$ cat src/rtl/sap1_datapath_if.sv
// Control and status bundle between the SAP-1 stage controller and its datapath.
// The master side drives the control word and program port; the slave side reports status.
interface sap1_datapath_if;
    logic       pc_en_i;
    logic       pc_inc_i;
    logic       mem_load_i;
    logic       mem_en_i;
    logic       ins_load_i;
    logic       ins_en_i;
    logic       a_load_i;
    logic       a_en_i;
    logic       adder_sub_i;
    logic       adder_en_i;
    logic       b_load_i;
    logic       output_load_i;
    logic       prog_we_i;
    logic [3:0] prog_addr_i;
    logic [7:0] prog_data_i;
    logic [3:0] opcode_o;
    logic [7:0] out_o;
    logic       carry_o;
    logic       zero_o;
    logic [7:0] bus_o;
    logic       bus_conflict_o;

    modport master (
        output pc_en_i, pc_inc_i, mem_load_i, mem_en_i, ins_load_i, ins_en_i,
               a_load_i, a_en_i, adder_sub_i, adder_en_i, b_load_i, output_load_i,
               prog_we_i, prog_addr_i, prog_data_i,
        input  opcode_o, out_o, carry_o, zero_o, bus_o, bus_conflict_o
    );

    modport slave (
        input  pc_en_i, pc_inc_i, mem_load_i, mem_en_i, ins_load_i, ins_en_i,
               a_load_i, a_en_i, adder_sub_i, adder_en_i, b_load_i, output_load_i,
               prog_we_i, prog_addr_i, prog_data_i,
        output opcode_o, out_o, carry_o, zero_o, bus_o, bus_conflict_o
    );
endinterface

$ cat src/rtl/sap1_datapath.sv
// SAP-1 datapath: PC, MAR, 16x8 RAM, IR, A, B, adder/subtractor and OUT on one 8-bit bus.
// Sequencing is owned entirely by the external stage controller.
module sap1_datapath (
    input  logic            clk_i,
    input  logic            reset_ni,
    sap1_datapath_if.slave  dp
);

    logic [3:0] pc_q, pc_d;
    logic [3:0] mar_q, mar_d;
    logic [7:0] ir_q, ir_d;
    logic [7:0] a_q, a_d;
    logic [7:0] b_q, b_d;
    logic [7:0] out_q, out_d;
    logic       carry_q, carry_d;
    logic       zero_q, zero_d;
    logic       conflict_q, conflict_d;
    logic [7:0] ram_q [16];

    logic [7:0] ram_rd;
    logic [7:0] bus;
    logic [8:0] alu_sum;
    logic [2:0] drv_cnt;

    // Subtraction is A + ~B + 1, so bit 8 reads as "no borrow" (A >= B).
    function automatic logic [8:0] alu(input logic [7:0] lhs, input logic [7:0] rhs,
                                       input logic sub);
        logic [8:0] r;
        if (sub) r = {1'b0, lhs} + {1'b0, ~rhs} + 9'd1;
        else     r = {1'b0, lhs} + {1'b0, rhs};
        return r;
    endfunction

    assign ram_rd  = ram_q[mar_q];
    assign alu_sum = alu(a_q, b_q, dp.adder_sub_i);

    assign drv_cnt = {2'b00, dp.pc_en_i} + {2'b00, dp.mem_en_i} + {2'b00, dp.ins_en_i}
                   + {2'b00, dp.a_en_i} + {2'b00, dp.adder_en_i};

    always_comb begin
        bus = 8'h00;
        if (dp.pc_en_i)         bus = {4'h0, pc_q};
        else if (dp.mem_en_i)   bus = ram_rd;
        else if (dp.ins_en_i)   bus = {4'h0, ir_q[3:0]};
        else if (dp.a_en_i)     bus = a_q;
        else if (dp.adder_en_i) bus = alu_sum[7:0];
    end

    always_comb begin
        pc_d       = pc_q;
        mar_d      = mar_q;
        ir_d       = ir_q;
        a_d        = a_q;
        b_d        = b_q;
        out_d      = out_q;
        carry_d    = carry_q;
        zero_d     = zero_q;
        conflict_d = conflict_q | (drv_cnt > 3'd1);

        if (dp.pc_inc_i)      pc_d  = pc_q + 4'd1;
        if (dp.mem_load_i)    mar_d = bus[3:0];
        if (dp.ins_load_i)    ir_d  = bus;
        if (dp.a_load_i)      a_d   = bus;
        if (dp.b_load_i)      b_d   = bus;
        if (dp.output_load_i) out_d = bus;

        // Flags track only results that actually land in A through the adder.
        if (dp.a_load_i && dp.adder_en_i) begin
            carry_d = alu_sum[8];
            zero_d  = (alu_sum[7:0] == 8'h00);
        end
    end

    always_ff @(posedge clk_i) begin
        if (!reset_ni) begin
            pc_q       <= 4'h0;
            mar_q      <= 4'h0;
            ir_q       <= 8'h00;
            a_q        <= 8'h00;
            b_q        <= 8'h00;
            out_q      <= 8'h00;
            carry_q    <= 1'b0;
            zero_q     <= 1'b0;
            conflict_q <= 1'b0;
        end else begin
            pc_q       <= pc_d;
            mar_q      <= mar_d;
            ir_q       <= ir_d;
            a_q        <= a_d;
            b_q        <= b_d;
            out_q      <= out_d;
            carry_q    <= carry_d;
            zero_q     <= zero_d;
            conflict_q <= conflict_d;
        end
    end

    // Program port is independent of reset so a program can be loaded while held in reset.
    always_ff @(posedge clk_i) begin
        if (dp.prog_we_i) ram_q[dp.prog_addr_i] <= dp.prog_data_i;
    end

    assign dp.opcode_o       = ir_q[7:4];
    assign dp.out_o          = out_q;
    assign dp.carry_o        = carry_q;
    assign dp.zero_o         = zero_q;
    assign dp.bus_o          = bus;
    assign dp.bus_conflict_o = conflict_q;

endmodule
$ cat src/flat_wrapper.sv
// flat-port wrapper written by rule: the top's interface ports become plain ports
module sap1_datapath_flat 
  (clk_i, reset_ni, dp_pc_en_i, dp_pc_inc_i, dp_mem_load_i, dp_mem_en_i, dp_ins_load_i, dp_ins_en_i, dp_a_load_i, dp_a_en_i, dp_adder_sub_i, dp_adder_en_i, dp_b_load_i, dp_output_load_i, dp_prog_we_i, dp_prog_addr_i, dp_prog_data_i, dp_opcode_o, dp_out_o, dp_carry_o, dp_zero_o, dp_bus_o, dp_bus_conflict_o);
  sap1_datapath_if dp_i ();
  input  logic clk_i;
  input  logic reset_ni;
  input wire logic [$bits(dp_i.pc_en_i)-1:0] dp_pc_en_i;
  input wire logic [$bits(dp_i.pc_inc_i)-1:0] dp_pc_inc_i;
  input wire logic [$bits(dp_i.mem_load_i)-1:0] dp_mem_load_i;
  input wire logic [$bits(dp_i.mem_en_i)-1:0] dp_mem_en_i;
  input wire logic [$bits(dp_i.ins_load_i)-1:0] dp_ins_load_i;
  input wire logic [$bits(dp_i.ins_en_i)-1:0] dp_ins_en_i;
  input wire logic [$bits(dp_i.a_load_i)-1:0] dp_a_load_i;
  input wire logic [$bits(dp_i.a_en_i)-1:0] dp_a_en_i;
  input wire logic [$bits(dp_i.adder_sub_i)-1:0] dp_adder_sub_i;
  input wire logic [$bits(dp_i.adder_en_i)-1:0] dp_adder_en_i;
  input wire logic [$bits(dp_i.b_load_i)-1:0] dp_b_load_i;
  input wire logic [$bits(dp_i.output_load_i)-1:0] dp_output_load_i;
  input wire logic [$bits(dp_i.prog_we_i)-1:0] dp_prog_we_i;
  input wire logic [$bits(dp_i.prog_addr_i)-1:0] dp_prog_addr_i;
  input wire logic [$bits(dp_i.prog_data_i)-1:0] dp_prog_data_i;
  output wire logic [$bits(dp_i.opcode_o)-1:0] dp_opcode_o;
  output wire logic [$bits(dp_i.out_o)-1:0] dp_out_o;
  output wire logic [$bits(dp_i.carry_o)-1:0] dp_carry_o;
  output wire logic [$bits(dp_i.zero_o)-1:0] dp_zero_o;
  output wire logic [$bits(dp_i.bus_o)-1:0] dp_bus_o;
  output wire logic [$bits(dp_i.bus_conflict_o)-1:0] dp_bus_conflict_o;
  assign dp_i.pc_en_i = dp_pc_en_i;
  assign dp_i.pc_inc_i = dp_pc_inc_i;
  assign dp_i.mem_load_i = dp_mem_load_i;
  assign dp_i.mem_en_i = dp_mem_en_i;
  assign dp_i.ins_load_i = dp_ins_load_i;
  assign dp_i.ins_en_i = dp_ins_en_i;
  assign dp_i.a_load_i = dp_a_load_i;
  assign dp_i.a_en_i = dp_a_en_i;
  assign dp_i.adder_sub_i = dp_adder_sub_i;
  assign dp_i.adder_en_i = dp_adder_en_i;
  assign dp_i.b_load_i = dp_b_load_i;
  assign dp_i.output_load_i = dp_output_load_i;
  assign dp_i.prog_we_i = dp_prog_we_i;
  assign dp_i.prog_addr_i = dp_prog_addr_i;
  assign dp_i.prog_data_i = dp_prog_data_i;
  assign dp_opcode_o = dp_i.opcode_o;
  assign dp_out_o = dp_i.out_o;
  assign dp_carry_o = dp_i.carry_o;
  assign dp_zero_o = dp_i.zero_o;
  assign dp_bus_o = dp_i.bus_o;
  assign dp_bus_conflict_o = dp_i.bus_conflict_o;
  sap1_datapath u_core (.clk_i(clk_i), .reset_ni(reset_ni), .dp(dp_i));
endmodule
$ cat config.mk
export PLATFORM = sky130hd
export DESIGN_NAME = sap1_datapath_flat
export DESIGN_NICKNAME = d
export VERILOG_FILES = /design/src/rtl/sap1_datapath_if.sv /design/src/rtl/sap1_datapath.sv /design/src/flat_wrapper.sv
export SDC_FILE = /design/constraint.sdc
export NUM_CORES = 1
export LEC_CHECK = 0
export ABC_AREA = 1
export CAP_MARGIN = 25
export CORE_ASPECT_RATIO = 0.7
export CORE_MARGIN = 2
export CORE_UTILIZATION = 59
export CTS_BUF_LIST = sky130_fd_sc_hd__clkbuf_8 sky130_fd_sc_hd__clkbuf_16
export DETAILED_ROUTE_END_ITERATION = 12
export GPL_TIMING_DRIVEN = 0
export PLACE_DENSITY_LB_ADDON = 0.25
export SLEW_MARGIN = 5
export SYNTH_ARGS = -nofsm -noshare
export SYNTH_HDL_FRONTEND = slang
export SYNTH_SLANG_ARGS = --single-unit
$ cat constraint.sdc
create_clock -name clk_i -period 2.9 [get_ports clk_i]
set_input_delay 0.58 -clock clk_i [delete_from_list [all_inputs] [get_ports clk_i]]
set_output_delay 0.58 -clock clk_i [all_outputs]
set_load 0.01 [all_outputs]
==> summary.txt, run 1 <==
Status
  – Status: finished, violations left
  – Failing checks: setup timing

Worst setup path
  – Worst setup SP type: flop
  – R2R depth: 21
  – Critical Path AT: between 3000 and 4000 ps
  – Origin of the critical flop-to-flop path: u_core.b_q[0]
  – Crit path largest cell delay: between 300 and 400 ps
  – Most used cell, CP: buf_4
  – Crit path cell chain: ha_4 -> fa_2 -> nand2_1 -> o211ai_1 -> nand2_1 -> o21ai_1 -> nand2_1 -> buf_4 -> buf_4 -> buf_4 -> buf_4 -> buf_4 -> buf_4 -> buf_4 -> buf_6 -> buf_4 -> buf_4 -> buf_4 -> a21oi_2 -> nand4_1 -> a21oi_1
  – RR Endpoint: u_core.dp.zero_o
  – Slowest CP cell: dfxtp_4
  – CP startpoint: u_core.b_q[0]
  – Critical Path Sink Type: flop
  – Critical path type: flop to flop
  – CP required: between 3000 and 4000 ps
  – Crit-path max FO: 3
  – Flop-to-flop setup slack: -110 ps

Die
  – Core Region: approximately 13,000 sq um
  – Die area: about 15,000 sq um
  – Num ports: 50
  – Rows: 35
  – Initial Util: 0.606
  – Chip width: 143 microns
  – Die height: 102 microns

Clocking
  – Clock root buffer: clkbuf_16
  – Number of CTS-inserted buffers: 17
  – Later-pin clock latency in the skew report: between 400 and 500 ps
  – Max clock buf depth: 2
  – CTS tree: built
  – CTS H-tree depth: 4
  – Worst-path clk slew: roughly 70 ps
  – # hold bufs at CTS: 0
  – Clock sink count: about 180

Place
  – DP HPWL: between 10 and 15 mm
  – Placed insts: around 1,100
  – Placer Congestion: about 0.95
  – Dpl cell area: ~8700 sq um
  – PortBufs: 47

Timing
  – Final period util: 1.04
  – Worst slew pin tran: between 900 and 1000 ps
  – Slew HR: 0.350
  – Fmax achieved: between 300 and 400 MHz
  – Worst clock skew: between 8 and 9 ps
  – Final hold violation count: 0
  – Pins over their slew limit: 0
  – Final setup TNS: -570 ps
  – Setup WS post-layout: -115 ps
  – RSZ-0062 raised after global routing: yes
  – Min Tclk post-route: about 3000 ps
  – Endpoints failing setup: 7

Detailed routing
  – Detailed Routing Iterations Pass 1: 6
  – WL per Instance: 20.0 microns
  – DR vias: just under 7,000
  – Post-route ant nets: 0
  – Post-Route WL: approximately 23 mm
  – Remaining DRCs: 0
  – Drt via density: between 5 and 6
  – DR iter-0 viols: 1,125

Yosys
  – Synth top area share: 0.479
  – Post-synth EDFFs: roughly 130
  – Register area share after synthesis: 0.597
  – Main synth FF type: edfxtp_1
  – Synth Warn #: 0
  – Synth cell types: 33
  – Syn nets: about 900
  – Most frequent cell after synthesis: nand2_1
  – Synth cell count leaders: nand2_1, edfxtp_1, nand3_1
  – Top cells by area, synth: edfxtp_1, dfxtp_1, nand2_1
  – Mean Syn Cell Area: ~9.5 sq um
  – Yosys reg bits: 175
  – Ys async rst share: 0
  – Synth Instances: about 850
  – Cell taking the most area after synthesis: edfxtp_1
  – Synthesized area: 8020 sq um

Final layout
  – Filler cell count in the final layout: a little under 900
  – Fin util: 0.750
  – Layout Nets: between 900 and 1,000
  – Antenna diodes: 0
  – Share of layout cells above drive strength 1: 0.195
  – Final Instance Area: about 10000 sq um
  – Non-Filler Instances: between 1,000 and 1,500
  – Area growth, synth to finish: 23.7%

Min path
  – Hold Path Cell Cnt: 2
  – Hold wc startpoint: u_core.dp.bus_conflict_o
  – Worst hold path type: flop to flop
  – Hold endpoint: u_core.dp.bus_conflict_o

Global routing
  – Grt total ovfl: 0
  – M3 GR Usage: 0.0790
  – GRT Total Usage: 0.309
  – First-pass GRT wire length: between 30 and 40 mm
  – Pin count of the biggest net entering global routing: 17
  – Busiest grt layer: met1
  – Met2 Use GR: 0.427
  – Vias in the first global route: between 6,000 and 7,000
  – Met1 Use GR: 0.475
  – Antenna violations before repair: 0

Power and ir drop
  – Cell Pwr Density: between 600 and 700 nW/um^2
  – Total leakage power: roughly 4.0 nW
  – Overall power: just over 6 mW
  – Peak VDD IR: 0.773 mV

Flow run
  – Max_cap viols: 0
layout by cell type (no fill, tap or decap), drive strengths merged, types with 2 or more instances in the layout:
master / instances
fa: 4
a22oi: 3
buf: 61
nand2: 198
clkinv: 5
nor2: 88
bufinv: 4
o22ai: 4
nand3: 107
inv: 80
clkinvlp: 3
o211ai: 9
a21oi: 52
dfxtp: 47
clkbuf: 31
nand3b: 3
o21ai: 59
clkdlybuf4s50: 39
nor3: 2
edfxtp: 128
ha: 18
state kept, by name, summed over array words and instances (netlist names), named ones only:
register	count
u_core.dp.out_o	8
u_core.ir_q	8
u_core.dp.carry_o	1
u_core.dp.bus_conflict_o	1
u_core.ram_q	128
u_core.pc_q	4
u_core.mar_q	4
u_core.b_q	8
u_core.dp.zero_o	1
u_core.a_q	8
worst max-delay path by stage:
stage | endpoint | slack (ps) | cells after the start
after CTS | dp_bus_o[6] | -100 | 17
after detailed placement | dp_bus_o[3] | -450 | 10
after global routing | u_core.dp.zero_o | -190 | 21
after floorplan | dp_bus_o[6] | 480 | 16
final | u_core.dp.zero_o | -110 | 21
after global placement | dp_bus_o[3] | -440 | 10
power breakdown:
group / internal (mW) / switching (mW) / leakage [nW]
sequential: 2.77 / 0.0532 / 1.55
combinational: 0.378 / 0.613 / 2.17
clock: 1.44 / 0.947 / 0.294
metrics by stage:
stage          hold slack (ps)  setup WS (ps)
6_report                   471           -115
2_1_floorplan              459            477
4_1_cts                    475          -96.3
3_3_place_gp               454           -444
3_5_place_dp               465           -447
5_1_grt                    487           -188
logic make-up (layout without fill, tap and decap cells):
logic type	count (synthesis)	in the layout	share of synthesized area
buf+inv	120	224	0.0684
fa+ha+maj	22	22	0.0381
flops	175	175	0.597
simple gates	399	399	0.207
xor+xnor	2	2	0.00219
compound gates	130	130	0.0875
per-layer routing:
layer	share of wire	wire length, microns
met4	0.027	614
met2	0.42	9630
met5	0	0
met3	0.14	3190
met1	0.41	9320
timing repair:
item	in CTS	in global routing
resized for setup	86	69
endpoints found under the setup margin	8	9
pin swaps	16	19
buffers inserted	19	8
endpoints found under the hold margin	0	0
area by class of cell:
class	instances	area, sq um	share of cell area
sequential	175	4820	0.486
inverter	78	300	0.0303
timing repair buffer	74	674	0.0680
tap	185	231	0.0233
clock buffer	17	425	0.0429
clock inverter	14	189	0.0190
buffer	41	274	0.0276
multi-input combinational	553	3000	0.303
critical path, delay by kind of cell, from the launching register on:
kind / cells / cell delay (ps)
buffers and inverters: 11 / 1340
AND/OR/NAND/NOR: 4 / 370
flip-flops: 1 / 390
adder cells (fa/ha/maj): 2 / 410
AO/OA/AOI/OAI: 4 / 430
Power figures use the tool's default switching activity.
==> run 2: changes to the inputs <==
PLACE_DENSITY = 0.79   (was default)
PLACE_DENSITY_LB_ADDON = default   (was 0.25)
==> run 2 against run 1 <==
Effect of this change:
- the flow still finishes with violations (setup timing)
- sequential share of layout area up 0.68 points
- routed wire length down 3.7%
- sequential cell count unchanged
- non-clock buffer count down 7
- register-to-register slack better by 660 ps
- fmax down 0.92%
- clock skew down 0.74 ps
- critical endpoint is now dp_bus_o[6]
- largest cell class unchanged
==> summary.txt, run 2 (synthesis results as in run 1) <==
Final layout
  – Register area: ~4800 sq um
  – Non-Filler Instances: around 1,100
  – Layout Nets: between 900 and 1,000
  – Area of the multi-input gates: between 2000 and 3000 sq um
  – Area growth, synth to finish: 21.9%
  – Filler cell count in the final layout: 898
  – Most frequent cells in the layout: nand2_1, edfxtp_1, nand3_1, nor2_1, inv_1
  – Most common cell after layout, fill and taps aside: nand2_1
  – Antenna diodes: 0
  – Share of layout cells above drive strength 1: 0.173
  – Max reg flops: 128
  – Top reg by flops: u_core.ram_q

Power and ir drop
  – Net Sw Power: roughly 1.6 mW
  – Peak VDD IR: roughly 0.45 mV
  – Logic pwr share: 0.158
  – Total leakage power: around 4 nW
  – Clk network pwr share: 0.368
  – Power share of the sequential group: 0.475
  – Cell Pwr Density: 608 nW/um^2
  – Sw frac: 0.262
  – Internal power: roughly 4.4 mW

Place
  – PortBufs: 47
  – DP HPWL: approximately 14 mm
  – Placed insts: 1,080
  – Placer Congestion: 0.940

Worst setup path
  – Worst setup SP type: flop
  – Crit-path max FO: 3
  – Crit path cell chain: inv_4 -> ha_4 -> fa_2 -> inv_2 -> nand3_2 -> nand2_2 -> nand2_2 -> nand3_2 -> nand2_2 -> nand2_2 -> nand3_2 -> nand2_1 -> nand2_1 -> nand2_1 -> nand2_2 -> inv_1 -> buf_2
  – Critical Path AT: ~2500 ps
  – Critical Path Sink Type: output pin
  – CP required: approximately 2300 ps
  – Slowest CP cell: dfxtp_4
  – Most used cell, CP: nand2_2
  – Crit path largest cell delay: around 380 ps
  – Critical path type: flop to output pin

Timing
  – RSZ-0062 raised after global routing: yes
  – Min Tclk post-route: 3040 ps
  – Worst clock skew: approximately 8 ps
  – Hold slack: 473 ps
  – Pins over their slew limit: 0
  – Worst slew pin tran: 939 ps
  – Fmax achieved: 329 MHz
  – Final hold violation count: 0
  – Setup WS post-layout: -143 ps
  – Endpoints failing setup: 6
  – Final period util: 1.05
  – Slew HR: 0.371

Global routing
  – First-pass GRT wire length: 32.9 mm
  – Pin count of the biggest net entering global routing: 17
  – Antenna violations before repair: 0
  – Vias in the first global route: 6,173
  – Grt total ovfl: 0
  – GRT Total Usage: 0.309

Detailed routing
  – Post-route ant nets: 0
  – Detailed Routing Iterations Pass 1: 6
  – DR vias: around 6,600
  – Drt via density: 5.84
  – WL per Instance: 19.4 microns
  – Remaining DRCs: 0
  – DR iter-0 viols: ~1,100
  – Post-Route WL: around 22 mm

Die
  – Num ports: 50
  – Core Region: 13,200 sq um
  – Die height: 102 microns
  – Die area: approximately 15,000 sq um
  – Initial Util: 0.606
  – Rows: 35
  – Chip width: roughly 140 microns

Clocking
  – # hold bufs at CTS: 0
  – CTS H-tree depth: 4
  – Clock root buffer: clkbuf_16
  – Later-pin clock latency in the skew report: approximately 430 ps
  – Worst-path clk slew: about 60 ps
  – Max clock buf depth: 2
  – Clock sink count: about 180
  – Number of CTS-inserted buffers: 17
  – CTS tree: built

Status
  – Status: finished, violations left
  – Failing checks: setup timing

Flow run
  – Max_cap viols: 0

Min path
  – Worst hold path type: flop to flop
==> run 2: cell types whose count changed in the layout (fill, tap and decap cells not counted), sizes merged <==
cell / delta
clkinvlp: -3
inv: +4
clkinv: -1
buf: -8
bufinv: -4
clkbuf: +5
clkdlybuf4s15: +1
==> run 2: power groups by stage <==
stage | sequential (mW) | clock (mW) | combinational, mW
floorplan | 2.85 | 0 | 0.475
global placement | 2.86 | 0 | 0.750
detailed placement | 2.86 | 0 | 0.764
CTS | 2.82 | 2.18 | 0.840
global route | 2.83 | 2.27 | 1.02
finish | 2.82 | 2.18 | 0.936
==> run 2: timing repair <==
item | CTS | global route
gates resized for setup | 88 | 46
endpoints found under the setup margin | 8 | 8
buffers inserted | 8 | 12
gates cloned | 0 | 0
pin swaps | 21 | 21
==> run 2: critical path, delay by kind of cell, from the launching register on <==
family | cells | cell delay [ps]
adder cells (fa/ha/maj) | 2 | 490
buffers and inverters | 4 | 310
flip-flops | 1 | 380
AND/OR/NAND/NOR | 11 | 850
==> run 2: area by class of cell <==
type	count	share of cell area
plain buffers	41	0.0282
clock buffers	22	0.0529
clock inverters	10	0.00602
inverters	78	0.0305
multi-input cells	553	0.303
flip-flops and latches	175	0.493
well taps	185	0.0237
repair buffers	67	0.0626
==> run 2: final timing paths <==
kind                startpoint                end  depth (start not counted)  slack (ps)
min reg2reg  u_core.dp.carry_o  u_core.dp.carry_o                          2         470
min          u_core.dp.carry_o  u_core.dp.carry_o                          2         470
max              u_core.a_q[0]        dp_bus_o[6]                         17        -140
max reg2reg      u_core.a_q[0]      u_core.a_q[6]                         18         550
==> run 2: metal layers <==
layer | vias to the layer above | part of all wire | track usage
li1 | 3027 | - | -
met1 | 3107 | 0.43 | 0.473
met2 | 423 | 0.41 | 0.427
met3 | 45 | 0.13 | 0.0799
met4 | 0 | 0.023 | 0.112
met5 | - | 0 | 0
==> run 2: through the flow <==
step / utilization / TNS (ps) / cell area, sq um / power (mW) / setup slack [ps]
5_1_grt: 0.739 / -987 / 9770 / 6.12 / -249
3_5_place_dp: 0.659 / -2940 / 8720 / 3.63 / -470
6_report: 0.739 / -384 / 9770 / 5.94 / -143
2_1_floorplan: - / 0 / 8020 / 3.33 / 477
3_3_place_gp: 0.659 / -2780 / 8720 / 3.61 / -463
4_1_cts: 0.724 / -120 / 9570 / 5.84 / -75.5
==> run 3: changes to the inputs <==
CORE_UTILIZATION = 60   (was 59)
PLACE_DENSITY = 0.81   (was 0.79)
clock period = 3.9 ns   (was 2.9 ns; I/O delays follow)
==> run 3 against run 2 <==
Effect of this change:
- the flow now finishes without violations
- clock skew rose by 1.9 ps
- clock-buffer cell count fell by 5
- routed wire length fell by 7.2%
- first-iteration DRC count fell by 6.9%
- cell area fell by 4.6%
- via count fell by 2.5%
- global-route usage fell by 0.85 points
- total power fell by 26%
- critical endpoint is now dp_bus_o[1]
- utilization fell by 2.7 points
- combinational power fell by 36%
- critical path type unchanged
- largest power group unchanged
- sequential share of layout area rose by 2.1 points
- register-to-register slack improved by 1000 ps
==> summary.txt, run 3 (synthesis results as in run 1) <==
Status
  – Status: complete, no violations

Final layout
  – Antenna diodes: 0
  – Register area: ~4800 sq um
  – Max reg flops: 128
  – Top reg by flops: u_core.ram_q
  – Area growth, synth to finish: 16.3%
  – Final Instance Area: roughly 9300 sq um
  – Most frequent cells in the layout: nand2_1, edfxtp_1, nand3_1, nor2_1, inv_1
  – Filler cell count in the final layout: between 900 and 1,000
  – Most common cell after layout, fill and taps aside: nand2_1
  – Area of the multi-input gates: around 2700 sq um
  – Layout Nets: 963
  – Share of layout cells above drive strength 1: 0.0831

Clocking
  – Later-pin clock latency in the skew report: 440 ps
  – CTS tree: built
  – Clock sink count: between 150 and 200
  – Max clock buf depth: 2
  – Setup repair bufs after CTS: 0
  – Number of CTS-inserted buffers: 17
  – CTS H-tree depth: 4
  – Worst-path clk slew: 60 ps
  – Clock root buffer: clkbuf_16

Place
  – PortBufs: 47
  – Placer Congestion: 0.943
  – DP HPWL: approximately 14 mm
  – Dpl ws: approximately 160 ps
  – Dpl cell area: between 8000 and 9000 sq um

Detailed routing
  – Top layer in use: met4
  – WL per Instance: ~19 microns
  – DR vias: 6,439
  – WL met3: 2.77 mm
  – Drt via density: between 5 and 6
  – Post-route ant nets: 0
  – Detailed Routing Iterations Pass 1: 6
  – WL met2: 8.13 mm
  – Post-Route WL: between 20 and 25 mm
  – DRT met1 WL: 8.94 mm
  – Remaining DRCs: 0
  – DR iter-0 viols: 990

Worst setup path
  – Slowest CP cell: fa_1
  – CP required: ~3100 ps
  – Stages on worst setup path: 9
  – R2R depth: 12
  – Crit path cell chain: ha_1 -> fa_1 -> nand2_1 -> o21ai_1 -> nand2_1 -> a21oi_1 -> o211ai_2 -> nand2_1 -> clkdlybuf4s50_1
  – Worst setup SP type: flop
  – Crit-path max FO: 6
  – Crit path largest cell delay: 540 ps
  – Most used cell, CP: nand2_1
  – Critical Path AT: just under 3000 ps
  – Critical path type: flop to output pin
  – Top delay family on crit path: adder cells
  – Critical Path Sink Type: output pin
  – Worst path bufs/invs: 1

Power and ir drop
  – Internal power: between 3 and 4 mW
  – Power share of the sequential group: 0.475
  – Net Sw Power: 1.14 mW
  – Logic pwr share: 0.136
  – Clk network pwr share: 0.390
  – Cell Pwr Density: approximately 470 nW/um^2
  – Total leakage power: 3.84 nW
  – Peak VDD IR: ~0.39 mV
  – Sw frac: 0.258

Die
  – Die height: between 100 and 150 microns
  – Core Region: around 13,000 sq um
  – Initial Util: 0.612
  – Die area: 14,300 sq um
  – Num ports: 50
  – Chip width: between 100 and 150 microns
  – Rows: 35

Timing
  – Min Tclk post-route: roughly 3800 ps
  – Final hold violation count: 0
  – Final period util: 0.964
  – Worst clock skew: 10.1 ps
  – Fmax achieved: ~270 MHz
  – RSZ-0062 raised after global routing: no
  – Slew HR: 0.357
  – Final setup TNS: 0 ps
  – Endpoints failing setup: 0
  – Setup WS post-layout: roughly 140 ps
  – Worst slew pin tran: between 900 and 1000 ps
  – Pins over their slew limit: 0

Global routing
  – First-pass GRT wire length: 31.5 mm
  – Grt total ovfl: 0
  – Pin count of the biggest net entering global routing: 17
  – Vias in the first global route: between 5,000 and 6,000
  – GRT Total Usage: 0.300
  – Antenna violations before repair: 0

Min path
  – Worst hold path type: flop to flop
  – Hold Path Cell Cnt: 2

Flow run
  – Max_cap viols: 0
==> run 3: cell types whose count changed in the layout (fill, tap and decap cells not counted), moves of 6 or more <==
cell and delta:
buf_4 -21, clkdlybuf4s50_1 +6, dfxtp_1 +13, dfxtp_2 -8, ha_1 +6, ha_4 -8
nand2_1 +14, nand2_2 -10, nand3_1 +10, nand3_2 -10
==> run 3: final cells by class <==
class / count / area share
multi-input combinational: 553 / 0.291
clock inverter: 15 / 0.0181
clock buffer: 17 / 0.0456
inverter: 78 / 0.0314
timing repair buffer: 47 / 0.0510
buffer: 42 / 0.0274
tap: 166 / 0.0223
sequential: 175 / 0.514
==> run 3: power groups by stage <==
stage | Sequential (mW) | Combinational [mW] | Clock, mW
after floorplan | 2.12 | 0.353 | 0
after global placement | 2.13 | 0.555 | 0
after detailed placement | 2.13 | 0.569 | 0
after CTS | 2.09 | 0.576 | 1.71
after global routing | 2.10 | 0.657 | 1.78
final | 2.09 | 0.597 | 1.72
==> run 3: what timing repair did <==
| action | CTS | global route |
|---|---|---|
| pin swaps | 0 | 1 |
| resized for setup | 2 | 11 |
| setup endpoints to repair | 3 | 7 |
| hold buffers | 0 | 0 |
==> run 3: through the flow <==
| step | hold slack, ps | util | instances | total power [mW] |
|---|---|---|---|---|
| after floorplan | 459 | - | 848 | 2.48 |
| after global placement | 457 | 0.664 | 1061 | 2.68 |
| after CTS | 471 | 0.710 | 1093 | 4.38 |
| final | 469 | 0.712 | 1093 | 4.41 |
| after detailed placement | 463 | 0.664 | 1061 | 2.70 |
| after global routing | 490 | 0.712 | 1093 | 4.53 |
==> run 3: metal layers <==
layer	vias up	track usage
met2	425	0.398
met1	2958	0.476
met3	51	0.0708
met4	0	0.114
met5	-	0
li1	3005	-
==> run 3: tightest hold or removal path: stages (launching register included) <==
cell	delay, ps
dfxtp_1	310
nand2_1	60
a21oi_1	50
==> run 3: path summary, 6_finish.rpt <==
kind                                       start                to  slack (ps)
worst min-delay path            u_core.dp.zero_o  u_core.dp.zero_o         470
worst max-delay path               u_core.b_q[0]       dp_bus_o[1]         140
worst max register to register     u_core.b_q[0]     u_core.b_q[2]        1580
worst min register to register  u_core.dp.zero_o  u_core.dp.zero_o         470
